--- src/rtl/blinds_motor_ctrl_if.sv ---
// blinds_motor_ctrl_if
// Carries the level-code command handshake and the motion status of the
// roller-blind motor controller.
//   a, b        : level code {a,b}, 00 closed .. 11 fully open (master -> slave)
//   req         : command request, sampled every cycle          (master -> slave)
//   stop        : emergency stop, level-sensitive                (master -> slave)
//   ack         : one-cycle pulse, command accepted              (slave -> master)
//   done        : one-cycle pulse, target position reached       (slave -> master)
//   busy        : controller is not idle                         (slave -> master)
//   motor_up    : motor drives the blind open                    (slave -> master)
//   motor_down  : motor drives the blind closed                  (slave -> master)
//   pos[7:0]    : current blind position, 0 = closed             (slave -> master)
interface blinds_motor_ctrl_if;
  logic       a;
  logic       b;
  logic       req;
  logic       stop;
  logic       ack;
  logic       done;
  logic       busy;
  logic       motor_up;
  logic       motor_down;
  logic [7:0] pos;

  modport master (
    output a, b, req, stop,
    input  ack, done, busy, motor_up, motor_down, pos
  );

  modport slave (
    input  a, b, req, stop,
    output ack, done, busy, motor_up, motor_down, pos
  );
endinterface

--- src/rtl/blinds_motor_ctrl.sv ---
// blinds_motor_ctrl
// Runs the roller-blind motor up or down until the step-counted position
// matches the level requested over the req/ack handshake.
// Ports:
//   clk  : single clock, rising edge
//   rst  : asynchronous active-high reset
//   bus  : blinds_motor_ctrl_if.slave (a, b, req, stop in; ack, done, busy,
//          motor_up, motor_down, pos out)
// Parameters:
//   STEPS_PER_QUARTER : position steps per quarter of travel (1..63)
//   STEP_DIV          : clock cycles per position step while moving (2..255)
//   DEAD_CYCLES       : motor-off cycles on a reversal (1..255), only present
//                       when BLINDS_DEADTIME_EN is defined
// Optional feature: define BLINDS_DEADTIME_EN to insert a BRAKE phase on
// direction reversals; without it the motor reverses directly.
module blinds_motor_ctrl #(
  parameter int STEPS_PER_QUARTER = 16,
  parameter int STEP_DIV          = 4
`ifdef BLINDS_DEADTIME_EN
  ,
  parameter int DEAD_CYCLES       = 3
`endif
) (
  input logic                clk,
  input logic                rst,
  blinds_motor_ctrl_if.slave bus
);

  localparam logic [7:0] QUARTER  = 8'(STEPS_PER_QUARTER);
  localparam logic [7:0] DIV_LAST = 8'(STEP_DIV - 1);
`ifdef BLINDS_DEADTIME_EN
  localparam logic [7:0] DEAD_LAST = 8'(DEAD_CYCLES - 1);
`endif

  typedef enum logic [1:0] {
    IDLE  = 2'd0,
    UP    = 2'd1,
`ifdef BLINDS_DEADTIME_EN
    DOWN  = 2'd2,
    BRAKE = 2'd3
`else
    DOWN  = 2'd2
`endif
  } state_t;

  state_t     state, state_next, want;
  logic [7:0] pos, pos_next, pos_step;
  logic [7:0] target, target_next, req_target, eff_target;
  logic [7:0] div, div_next;
  logic       ack_q, ack_next;
  logic       done_q, done_next;
  logic       step;
`ifdef BLINDS_DEADTIME_EN
  logic [7:0] brake_cnt, brake_next;
`endif

  // Level code to absolute position; fully open is a full four quarters.
  function automatic logic [7:0] level_target(input logic [1:0] code);
    case (code)
      2'b00:   return 8'd0;
      2'b01:   return QUARTER;
      2'b10:   return QUARTER << 1;
      default: return QUARTER << 2;
    endcase
  endfunction

  // State and datapath registers. Reset drops the state to IDLE at once,
  // which turns both motors off without waiting for a clock edge.
  always_ff @(posedge clk or posedge rst) begin
    if (rst) begin
      state     <= IDLE;
      pos       <= '0;
      target    <= '0;
      div       <= '0;
      ack_q     <= 1'b0;
      done_q    <= 1'b0;
`ifdef BLINDS_DEADTIME_EN
      brake_cnt <= '0;
`endif
    end else begin
      state     <= state_next;
      pos       <= pos_next;
      target    <= target_next;
      div       <= div_next;
      ack_q     <= ack_next;
      done_q    <= done_next;
`ifdef BLINDS_DEADTIME_EN
      brake_cnt <= brake_next;
`endif
    end
  end

  // Next-state logic. A prescaler step that falls on the same edge as a
  // retarget is applied first, and the new target is compared against the
  // stepped position, so the blind never overshoots and never misses arrival.
  // Stop is evaluated last so that it overrides any accepted request.
  always_comb begin
    state_next  = state;
    pos_next    = pos;
    target_next = target;
    div_next    = div;
    ack_next    = 1'b0;
    done_next   = 1'b0;
`ifdef BLINDS_DEADTIME_EN
    brake_next  = brake_cnt;
`endif

    step     = ((state == UP) || (state == DOWN)) && (div == DIV_LAST);
    pos_step = pos;
    if (step) begin
      pos_step = (state == UP) ? pos + 8'd1 : pos - 8'd1;
    end

    req_target = level_target({bus.a, bus.b});
    eff_target = target;
    if (bus.req) begin
      eff_target  = req_target;
      target_next = req_target;
      ack_next    = 1'b1;
    end
    want = (eff_target > pos_step) ? UP : DOWN;

    case (state)
      IDLE: begin
        if (bus.req) begin
          if (eff_target == pos) begin
            done_next = 1'b1;
          end else begin
            state_next = want;
            div_next   = '0;
          end
        end
      end
      UP, DOWN: begin
        pos_next = pos_step;
        div_next = step ? 8'd0 : div + 8'd1;
        if (eff_target == pos_step) begin
          state_next = IDLE;
          done_next  = 1'b1;
          div_next   = '0;
        end else if (want != state) begin
`ifdef BLINDS_DEADTIME_EN
          state_next = BRAKE;
          brake_next = DEAD_LAST;
`else
          state_next = want;
`endif
          div_next   = '0;
        end
      end
`ifdef BLINDS_DEADTIME_EN
      // Direction is chosen only at BRAKE exit, so retargets made while
      // braking simply update the target.
      BRAKE: begin
        if (brake_cnt == 8'd0) begin
          div_next = '0;
          if (eff_target == pos) begin
            state_next = IDLE;
            done_next  = 1'b1;
          end else begin
            state_next = want;
          end
        end else begin
          brake_next = brake_cnt - 8'd1;
        end
      end
`endif
      default: state_next = IDLE;
    endcase

    if (bus.stop) begin
      state_next  = IDLE;
      pos_next    = pos;
      target_next = pos;
      div_next    = '0;
      ack_next    = 1'b0;
      done_next   = 1'b0;
`ifdef BLINDS_DEADTIME_EN
      brake_next  = '0;
`endif
    end
  end

  // Motor drives are decoded from the state alone, so they can never be
  // high together and are off in IDLE and BRAKE.
  assign bus.motor_up   = (state == UP);
  assign bus.motor_down = (state == DOWN);
  assign bus.busy       = (state != IDLE);
  assign bus.ack        = ack_q;
  assign bus.done       = done_q;
  assign bus.pos        = pos;

endmodule
--- src/flat_wrapper.sv ---
// flat-port wrapper written by rule: the top's interface ports become plain ports
module blinds_motor_ctrl_flat 
#(
  parameter int STEPS_PER_QUARTER = 16,
  parameter int STEP_DIV          = 4

)
  (clk, rst, bus_a, bus_b, bus_req, bus_stop, bus_ack, bus_done, bus_busy, bus_motor_up, bus_motor_down, bus_pos);
  blinds_motor_ctrl_if bus_i ();
  input logic clk;
  input logic rst;
  input wire logic [$bits(bus_i.a)-1:0] bus_a;
  input wire logic [$bits(bus_i.b)-1:0] bus_b;
  input wire logic [$bits(bus_i.req)-1:0] bus_req;
  input wire logic [$bits(bus_i.stop)-1:0] bus_stop;
  output wire logic [$bits(bus_i.ack)-1:0] bus_ack;
  output wire logic [$bits(bus_i.done)-1:0] bus_done;
  output wire logic [$bits(bus_i.busy)-1:0] bus_busy;
  output wire logic [$bits(bus_i.motor_up)-1:0] bus_motor_up;
  output wire logic [$bits(bus_i.motor_down)-1:0] bus_motor_down;
  output wire logic [$bits(bus_i.pos)-1:0] bus_pos;
  assign bus_i.a = bus_a;
  assign bus_i.b = bus_b;
  assign bus_i.req = bus_req;
  assign bus_i.stop = bus_stop;
  assign bus_ack = bus_i.ack;
  assign bus_done = bus_i.done;
  assign bus_busy = bus_i.busy;
  assign bus_motor_up = bus_i.motor_up;
  assign bus_motor_down = bus_i.motor_down;
  assign bus_pos = bus_i.pos;
  blinds_motor_ctrl #(.STEPS_PER_QUARTER(STEPS_PER_QUARTER), .STEP_DIV(STEP_DIV)) u_core (.clk(clk), .rst(rst), .bus(bus_i));
endmodule
--- config.mk ---
export PLATFORM = sky130hd
export DESIGN_NAME = blinds_motor_ctrl_flat
export DESIGN_NICKNAME = d
export VERILOG_FILES = /design/src/rtl/blinds_motor_ctrl_if.sv /design/src/rtl/blinds_motor_ctrl.sv /design/src/flat_wrapper.sv
export SDC_FILE = /design/constraint.sdc
export NUM_CORES = 1
export LEC_CHECK = 0
export ABC_AREA = 1
export CAP_MARGIN = 20
export CORE_ASPECT_RATIO = 0.8
export CORE_MARGIN = 1.5
export CORE_UTILIZATION = 31
export DETAILED_ROUTE_END_ITERATION = 7
export DONT_BUFFER_PORTS = 1
export PLACE_DENSITY = 0.52
export SLEW_MARGIN = 20
export SYNTH_ARGS = -nofsm -noshare
export SYNTH_HDL_FRONTEND = slang
export SYNTH_SLANG_ARGS = --single-unit
--- constraint.sdc ---
create_clock -name clk -period 3.5 [get_ports clk]
set_input_delay 0.175 -clock clk [delete_from_list [all_inputs] [get_ports clk]]
set_output_delay 0.175 -clock clk [all_outputs]
set_load 0.05 [all_outputs]
# After elaboration in Yosys (flattened, before gate mapping)
# Cells that the tools add are included.
# totals
reg_bits	28
in_bits	6
output_inout_bits	13
word_cells	58
# op_classes
addsub	3
order_cmp	1
n_eq_ne	11
n_mux	26
bitwise_logic	1
n_reduce_logical	10
# op_table
op	n
two-way mux 8 bit	10
one-hot mux 7 bit (3 select lines)	1
adder 8 x 1 -> 8 bit (second input constant)	2
equality test 8 bit	2
one-hot mux 8 bit (2 select lines)	1
two-way mux 2 bit	6
equality test 8 x 2 -> 1 bit (second input constant)	1
greater-than comparator 8 bit	1
subtractor 8 x 1 -> 8 bit (second input constant)	1
two-way mux 1 bit	6
!= test 3 bit (second input constant)	2
AND reduction 3 bit	2
equality test 2 x 1 -> 1 bit (second input constant)	2
equality test 2 bit (second input constant)	2
zero test 2 bit	2
!= test 4 x 2 -> 1 bit (second input constant)	1
one-hot mux 2 bit (2 select lines)	1
nonzero test 3 bit	1
!= test 2 bit	1
one-hot mux 1 bit (2 select lines)	1
AND reduction 2 bit	1
nonzero test 2 bit	1
OR reduction 2 bit	1
logical AND 1 bit	1
2 further kinds	2

# Depth between registers and ports, before layout
# Gate-level depths: netlist of the first run.
# logic_depth
ltp_word	11
ltp_mapped	26
depth_no_buf	26

# Least setup slack after synthesis of the first run
# Ideal clock, no wire load.
# synth_timing
path_type	reg2reg
start	register u_core.state[1]
end	register u_core.div[5]
setup_ns	0.113
arrival_ns	3.581
required_ns	3.387
setup_slack_ns	-0.194
stages_incl_launch_ff	27
path_buffers	0
period_less_slack_ns	3.694
path_cell_list	dfrtp_1 -> inv_1 -> ha_1 -> inv_1 -> ha_1 -> nand3_1 -> nand3_1 -> nand2_1 -> nand2_1 -> a21oi_1 -> or2_2 -> nand3_1 -> nand2_1 -> ha_1 -> nand2_1 -> nor2_1 -> nand4_1 -> inv_1 -> nor2_1 -> nand2_1 -> inv_1 -> nand3_1 -> inv_1 -> nand2_1 -> nand2_2 -> nand2_1 -> inv_1
# synth_between
elab_chain_len	11
elab_cells_between_ends	21
cone_classes	1 x order compare; 6 x eq/ne; 8 x mux; 6 x reduce/logical
# synth_lines
item	line	source
from (decl)	blinds_motor_ctrl.sv:46	state_t state, state_next, want;
from (signal assigned)	blinds_motor_ctrl.sv:81	state <= state_next;
equality test 2 x 1 -> 1 bit (*)	--	
named net bus_motor_up	flat_wrapper.sv:19	output wire logic [$bits(bus_i.motor_up)-1:0] bus_motor_up;
logical OR 1 bit	blinds_motor_ctrl.sv:108	step = ((state == UP) || (state == DOWN)) && (div == DIV_LAST);
logical AND 1 bit	blinds_motor_ctrl.sv:108	
two-way mux 8 bit	blinds_motor_ctrl.sv:110	if (step) begin
greater-than comparator 8 bit	blinds_motor_ctrl.sv:121	want = (eff_target > pos_step) ? UP : DOWN;
two-way mux 2 bit	blinds_motor_ctrl.sv:121	
!= test 2 bit	blinds_motor_ctrl.sv:141	end else if (want != state) begin
two-way mux 8 bit	blinds_motor_ctrl.sv:141	
two-way mux 8 bit	blinds_motor_ctrl.sv:137	if (eff_target == pos_step) begin
one-hot mux 8 bit (2 select lines)	blinds_motor_ctrl.sv:123	case (state)
two-way mux 8 bit	blinds_motor_ctrl.sv:171	if (bus.stop) begin
to (signal assigned)	blinds_motor_ctrl.sv:84	div <= div_next;
to (decl)	blinds_motor_ctrl.sv:49	logic [7:0] div, div_next;
# The timed path passes the listed nets; every way through them passes the cells marked *.
# A chain may end at the register's enable or synchronous reset.

# Final worst setup path of the first run
# layout_timing
start	register u_core.state[1]
end	register u_core.state[1]
# layout_between
elab_chain_len	10
elab_cells_between_ends	22
cone_classes	1 x order compare; 7 x eq/ne; 9 x mux; 5 x reduce/logical
# layout_lines
item	line
equality test 2 x 1 -> 1 bit / equality test 2 bit (equally long branches)	blinds_motor_ctrl.sv:108, blinds_motor_ctrl.sv:111, blinds_motor_ctrl.sv:123
logical OR 1 bit	blinds_motor_ctrl.sv:108
logical AND 1 bit	blinds_motor_ctrl.sv:108
two-way mux 8 bit	blinds_motor_ctrl.sv:110
greater-than comparator 8 bit	blinds_motor_ctrl.sv:121
two-way mux 2 bit	blinds_motor_ctrl.sv:121
two-way mux 2 bit (on tied branches)	blinds_motor_ctrl.sv:141, blinds_motor_ctrl.sv:126
two-way mux 2 bit (on tied branches)	blinds_motor_ctrl.sv:137, blinds_motor_ctrl.sv:125
one-hot mux 2 bit (2 select lines)	blinds_motor_ctrl.sv:123
two-way mux 2 bit	blinds_motor_ctrl.sv:171
# Parallel ways exist; a longest one is shown, timed or not. The select of a mux whose other input is x is not followed.

==> results of run 1 <==
## routing by layer
metal  up-vias  global-route usage, %  routed length (microns)
li1       1083                      -                        -
met1       918                   23.4                     3080
met2        38                   22.4                     2280
met3         3                   2.89                      281
met4         0                   2.11                       17
met5         -                      0                        0
## through the flow
| step | power, W | cells |
|---|---|---|
| 5_1_grt | 0.00185 | 435 |
| 4_1_cts | 0.00159 | 430 |
| 2_1_floorplan | 0.00113 | 326 |
| 3_5_place_dp | 0.00134 | 423 |
| 6_report | 0.00169 | 435 |
| 3_3_place_gp | 0.00135 | 423 |
## cell type report
type                            count  area [sq um]  area share [%]
Inverter                           54           211            7.70
Sequential cell                    28           701            25.5
Timing Repair Buffer               22           174            6.33
Multi-Input combinational cell    240          1500            54.5
Clock buffer                        4          55.1            2.00
Tap cell                           87           109            3.96
## state kept, by name (all words and copies together) (netlist names)
| signal | flops |
|---|---|
| u_core.bus.ack | 1 |
| u_core.bus.done | 1 |
| u_core.state | 2 |
| u_core.bus.pos | 8 |
| u_core.div | 8 |
| u_core.target | 8 |
## cells by family after synthesis
| family | after synthesis | synth area share, % |
|---|---|---|
| adders and majority gates | 21 | 11.8 |
| AOI/OAI and AO/OA | 38 | 8.82 |
| xor gates and xnor gates | 7 | 2.67 |
| DFF | 28 | 30.5 |
| and+or+nand+nor | 174 | 35.5 |
| buffers and inverters | 58 | 10.8 |
## cell usage after synthesis (2+ instances only)
| master | instances | area (sq um) |
|---|---|---|
| a21oi_1 | 8 | 40.0 |
| nor2_1 | 20 | 75.1 |
| nand3_1 | 26 | 130 |
| nand2_2 | 5 | 31.3 |
| nand2_1 | 98 | 368 |
| xor2_1 | 6 | 52.6 |
| o21ai_0 | 24 | 120 |
| or2_2 | 3 | 18.8 |
| inv_4 | 2 | 12.5 |
| ha_1 | 20 | 250 |
| inv_1 | 50 | 188 |
| a21o_1 | 2 | 15.0 |
| nand4_1 | 8 | 50.1 |
| nor3_1 | 3 | 15.0 |
| inv_2 | 2 | 7.51 |
| dfrtp_1 | 28 | 701 |
| nand2_4 | 7 | 78.8 |
## worst paths after layout
check	slack (ns)	startpoint	cells after the start	to
worst max-delay path	0.19	u_core.state[1]	20	u_core.state[1]
max in group asynchronous	2.81	rst	3	u_core.target[3]
worst min register to register	0.52	u_core.div[1]	2	u_core.div[1]
worst min-delay path	0.01	bus_stop	2	u_core.target[7]
min in group asynchronous	0.41	rst	3	u_core.div[2]
worst max register to register	0.19	u_core.state[1]	20	u_core.state[1]
## timing repair
action	4_1_cts	5_1_grt
buffers inserted	1	5
hold endpoints to repair	34	0
hold buffers	2	0
endpoints found under the setup margin	4	10
gates resized for setup	2	33
pin swaps	1	13
## power breakdown
| group | leakage, nW | switching [W] | internal [W] |
|---|---|---|---|
| clock | 0.0288 | 0.000107 | 0.000101 |
| combinational | 0.985 | 0.000670 | 0.000375 |
| sequential | 0.382 | 0.0000629 | 0.000377 |
==> impl_metrics.yaml, run 1 <==
run_status:
  outcome: "finished, final reports clean"
route:
  drt-total-wl_microns: 5650
  dr.first_iter.drc_count: 119
  avgRoutedWirePerCell_microns: 13.0
  vias: 2042
  drc: 0
  firstDrtPassIters: 4
  antenna_left: 0
  viasPerCell: 4.69
layout:
  final_cell_mix: "90 x nand2_1, 45 x inv_1, 28 x dfrtp_1"
  finish.net_count: 376
  fillerInstances: 738
  area_growth_pct: 19.5
  utilization_pct: 39.1
  design_area_sq_um: 2750
  diodes: 0
  final_common_cell: "nand2_1"
  layout-drive-gt1-share_pct: 21.8
synth:
  yosysUniqueCellTypes: 31
  synth.avg_cell_area_sq_um: 7.05
  netlist_instances: 326
  synth-edff-count: 0
  yosysSeqAreaShare_pct: 30.5
  synth_area_sq_um: 2300
  ys.flop_type: "dfrtp_1"
  ys_async_sr_fraction_pct: 100
  ys_seq_elements: 28
  ys_warn_count: 0
  syn_nets: 353
worst_hold_path:
  hold_path_class: "in2reg"
sta:
  finalSetupTns_ns: 0
  layout_min_cycle_time_ns: 3.31
  timing.final.crit_share_pct: 94.4
  hold_viol: 0
  setup_violations: 0
  worst_clock_skew_ns: 0.00662
  slew_violations: 0
  tightest_slew_ns: 0.500
  setup_ws_ns: 0.195
  fmax_ghz: 0.303
  relSlewSlack_pct: 66.7
  whs_ns: 0.0137
setup_path:
  end_kind: "flop"
  arrival_ns: 3.48
  startpoint_type: "flop"
  slowest_delay_ns: 0.40
  cpMostUsedCell: "ha_4"
  crit_required_ns: 3.68
  critical_path_buf_inv_count: 6
  cp_cell_sequence: "inv_2 -> ha_4 -> clkinvlp_4 -> buf_6 -> ha_4 -> a21o_1 -> a31oi_1 -> nand2_1 -> xor2_1 -> nand2_1 -> nand2_2 -> inv_2 -> ha_4 -> nand2_2 -> nor2_4 -> nand4_1 -> buf_4 -> buf_4 -> o211ai_1 -> o21ai_1"
  cp_max_fo: 6
  critical_path.top_delay_family: "buffers and inverters"
  worstSetupPathType: "reg2reg"
  critPathSlowestCell: "dfrtp_1"
die:
  ios: 19
  die-height_microns: 80.0
  initial_core_util_pct: 32.7
  die-area_sq_um: 7940
  core_sq_um: 7030
  fp.dieW_microns: 99.3
  fp-row-count: 27
clock_network:
  cts.clk_slew.worst_paths_ns: 0.10
  cts_root_buffer: "clkbuf_8"
  clkLatencyLatePin_ns: 0.28
  h-tree-depth: 1
  tritoncts: "built"
  cts_made_buffers: 3
  cts_buffer_depth: 2
  cts.sinks: 28
placement:
  gp_congestion: 0.842
  dp_hpwl_microns: 4250
  dpl-instance-area_sq_um: 2470
  port_buffers: 0
  pre_cts_ws_ns: -0.0174
global_route:
  grt_usage_pct: 15.3
  grt_max_degree: 29
  antenna_found_initial: 0
  grt_pass1_vias: 1906
  grt_pass1_wl_microns: 9510
  grt_overflow: 0
power_and_ir_drop:
  ir_worst_vdd_v: 0.000353
  total_leakage_power_nw: 1.40
  power.density_nw_per_um2: 616
run:
  cap_violations: 0
Note: power is estimated with default switching activity, not from simulation.
==> inputs of run 2 (changes only) <==
==> constraint.sdc (replaced) <==
create_clock -name clk -period 3.5 [get_ports clk]
set_input_delay 0.175 -clock clk [delete_from_list [all_inputs] [get_ports clk]]
set_output_delay 0.175 -clock clk [all_outputs]
set_load 0.01 [all_outputs]
==> run 2 against run 1 <==
  * Critical path depth grew 6
  * Power shrank 0.18%
  * Final area grew 2.3%
  * Worst hold slack gained 0.0045 ns
==> impl_metrics.yaml, run 2 (synthesis gave the netlist of run 1 again) <==
run_status:
  outcome: "finished, final reports clean"
setup_path:
  r2r_setup_slack_ns: 0.12
  arrival_ns: 3.57
  worstSetupPathType: "reg2reg"
  worstRegToRegCells: 26
  endpoint: "u_core.div[5]"
  startpoint_type: "flop"
  r2r-end: "u_core.div[5]"
  end_kind: "flop"
  startpoint: "u_core.state[1]"
  cp_max_fo: 7
  r2r-start: "u_core.state[1]"
  crit_required_ns: 3.69
layout:
  final_common_cell: "nand2_1"
  reg_top3: "u_core.bus.pos (8), u_core.div (8), u_core.target (8)"
  finish.net_count: 374
  final_cell_count_no_fill: 433
  area_growth_pct: 22.3
  final_cell_mix: "86 x nand2_1, 45 x inv_1, 28 x dfrtp_1"
  utilization_pct: 40.0
  fillerInstances: 749
  layout-drive-gt1-share_pct: 24.3
  diodes: 0
placement:
  dp_hpwl_microns: 4360
  port_buffers: 0
  gp_congestion: 0.834
  placed_cells: 419
power_and_ir_drop:
  ir_worst_vdd_v: 0.000315
  total_leakage_power_nw: 1.39
  power.density_nw_per_um2: 601
clock_network:
  tritoncts: "built"
  cts_made_buffers: 3
  cts_root_buffer: "clkbuf_8"
  h-tree-depth: 1
  cts.clk_slew.worst_paths_ns: 0.10
  cts_buffer_depth: 2
  cts.sinks: 28
  clkLatencyLatePin_ns: 0.28
route:
  vias: 2087
  dr.first_iter.drc_count: 119
  avgRoutedWirePerCell_microns: 14.1
  drt-total-wl_microns: 6090
  drc: 0
  antenna_left: 0
  firstDrtPassIters: 4
  viasPerCell: 4.82
global_route:
  grt_pass1_wl_microns: 9970
  grt_overflow: 0
  grt_usage_pct: 16.0
  grt_pass1_vias: 1984
  antenna_found_initial: 0
  grt_max_degree: 29
sta:
  hold_viol: 0
  relSlewSlack_pct: 74.2
  timing.final.crit_share_pct: 96.5
  layout_min_cycle_time_ns: 3.38
  setup_violations: 0
  fmax_ghz: 0.296
  rsz0062_at_grt: "yes"
  tightest_slew_ns: 0.388
  slew_violations: 0
  worst_clock_skew_ns: 0.00463
worst_hold_path:
  min_from: "bus_stop"
  hold_path_class: "in2reg"
die:
  initial_core_util_pct: 32.7
  die-height_microns: 80.0
  ios: 19
  fp-row-count: 27
  fp.dieW_microns: 99.3
  core_sq_um: 7030
  die-area_sq_um: 7940
run:
  cap_violations: 0
run 2: changes by cell type in the layout (fill, tap and decap cells not counted), sizes merged:
cell	before	now
buf	20	18
run 2: power by group:
group / total [W] / internal, W / switching (W)
Combinational: 0.00104 / 0.000414 / 0.000629
Sequential: 0.000435 / 0.000377 / 0.0000582
Clock: 0.000212 / 0.000101 / 0.000111
Total: 0.00169 / 0.000892 / 0.000798
run 2: worst min-delay path by stage:
stage	to	cells after the start
global route	u_core.target[7]	2
finish	u_core.target[2]	2
CTS	u_core.target[7]	2
floorplan	u_core.bus.ack	1
detailed placement	u_core.div[1]	2
global placement	u_core.div[1]	2
run 2: what timing repair did:
item                                    in CTS  in global routing
endpoints found under the setup margin       4                 10
resized for setup                            2                 47
endpoints found under the hold margin       34                  0
hold buffers                                 2                  0
cloned                                       0                  0
pin swaps                                    1                 18
buffers inserted                             0                  8
run 2: per-layer routing:
layer  wire length (microns)  GRT usage, %
met1                    3110          23.6
met4                      27          2.54
met3                     321          2.98
met5                       0             0
met2                    2640          24.5
run 2: critical path: stages, from the launching register on:
cell and delay (ns):
dfrtp_1 0.41, inv_2 0.08, ha_4 0.15, clkinvlp_4 0.25, ha_4 0.40, nand3_4 0.08, nand3_2 0.08, nand2_2 0.05
nand2_1 0.06, a21oi_2 0.05, or2_2 0.28, nand3_2 0.08, nand2_2 0.06, ha_4 0.27, nand2_4 0.05, nor2_4 0.10
nand4_1 0.18, inv_1 0.13, nor2_1 0.04, nand2_1 0.07, inv_1 0.07, nand3_1 0.08, inv_2 0.07, nand2_2 0.06
nand2_2 0.04, nand2_1 0.05, inv_1 0.03
run 2: per-stage QoR:
| step | worst slack [ns] | hold WS (ns) | setup TNS [ns] | cell area [sq um] | power (W) |
|---|---|---|---|---|---|
| detailed placement | -0.0513 | 0.172 | -0.0988 | 2440 | 0.00124 |
| global placement | -0.0400 | 0.171 | -0.0778 | 2440 | 0.00123 |
| floorplan | 0.194 | 0.240 | 0 | 2300 | 0.00103 |
| global route | -0.105 | 0.0264 | -0.449 | 2810 | 0.00184 |
| CTS | 0.0191 | 0.00373 | 0 | 2520 | 0.00147 |
| finish | 0.122 | 0.0182 | 0 | 2810 | 0.00169 |
run 2: area by class of cell:
class                   count  area (sq um)  area share, %
repair buffers             20           163           5.79
well taps                  87           109           3.87
clock buffers               4          55.1           1.96
multi-input cells         240          1570           55.9
flip-flops and latches     28           701           24.9
inverters                  54           214           7.61
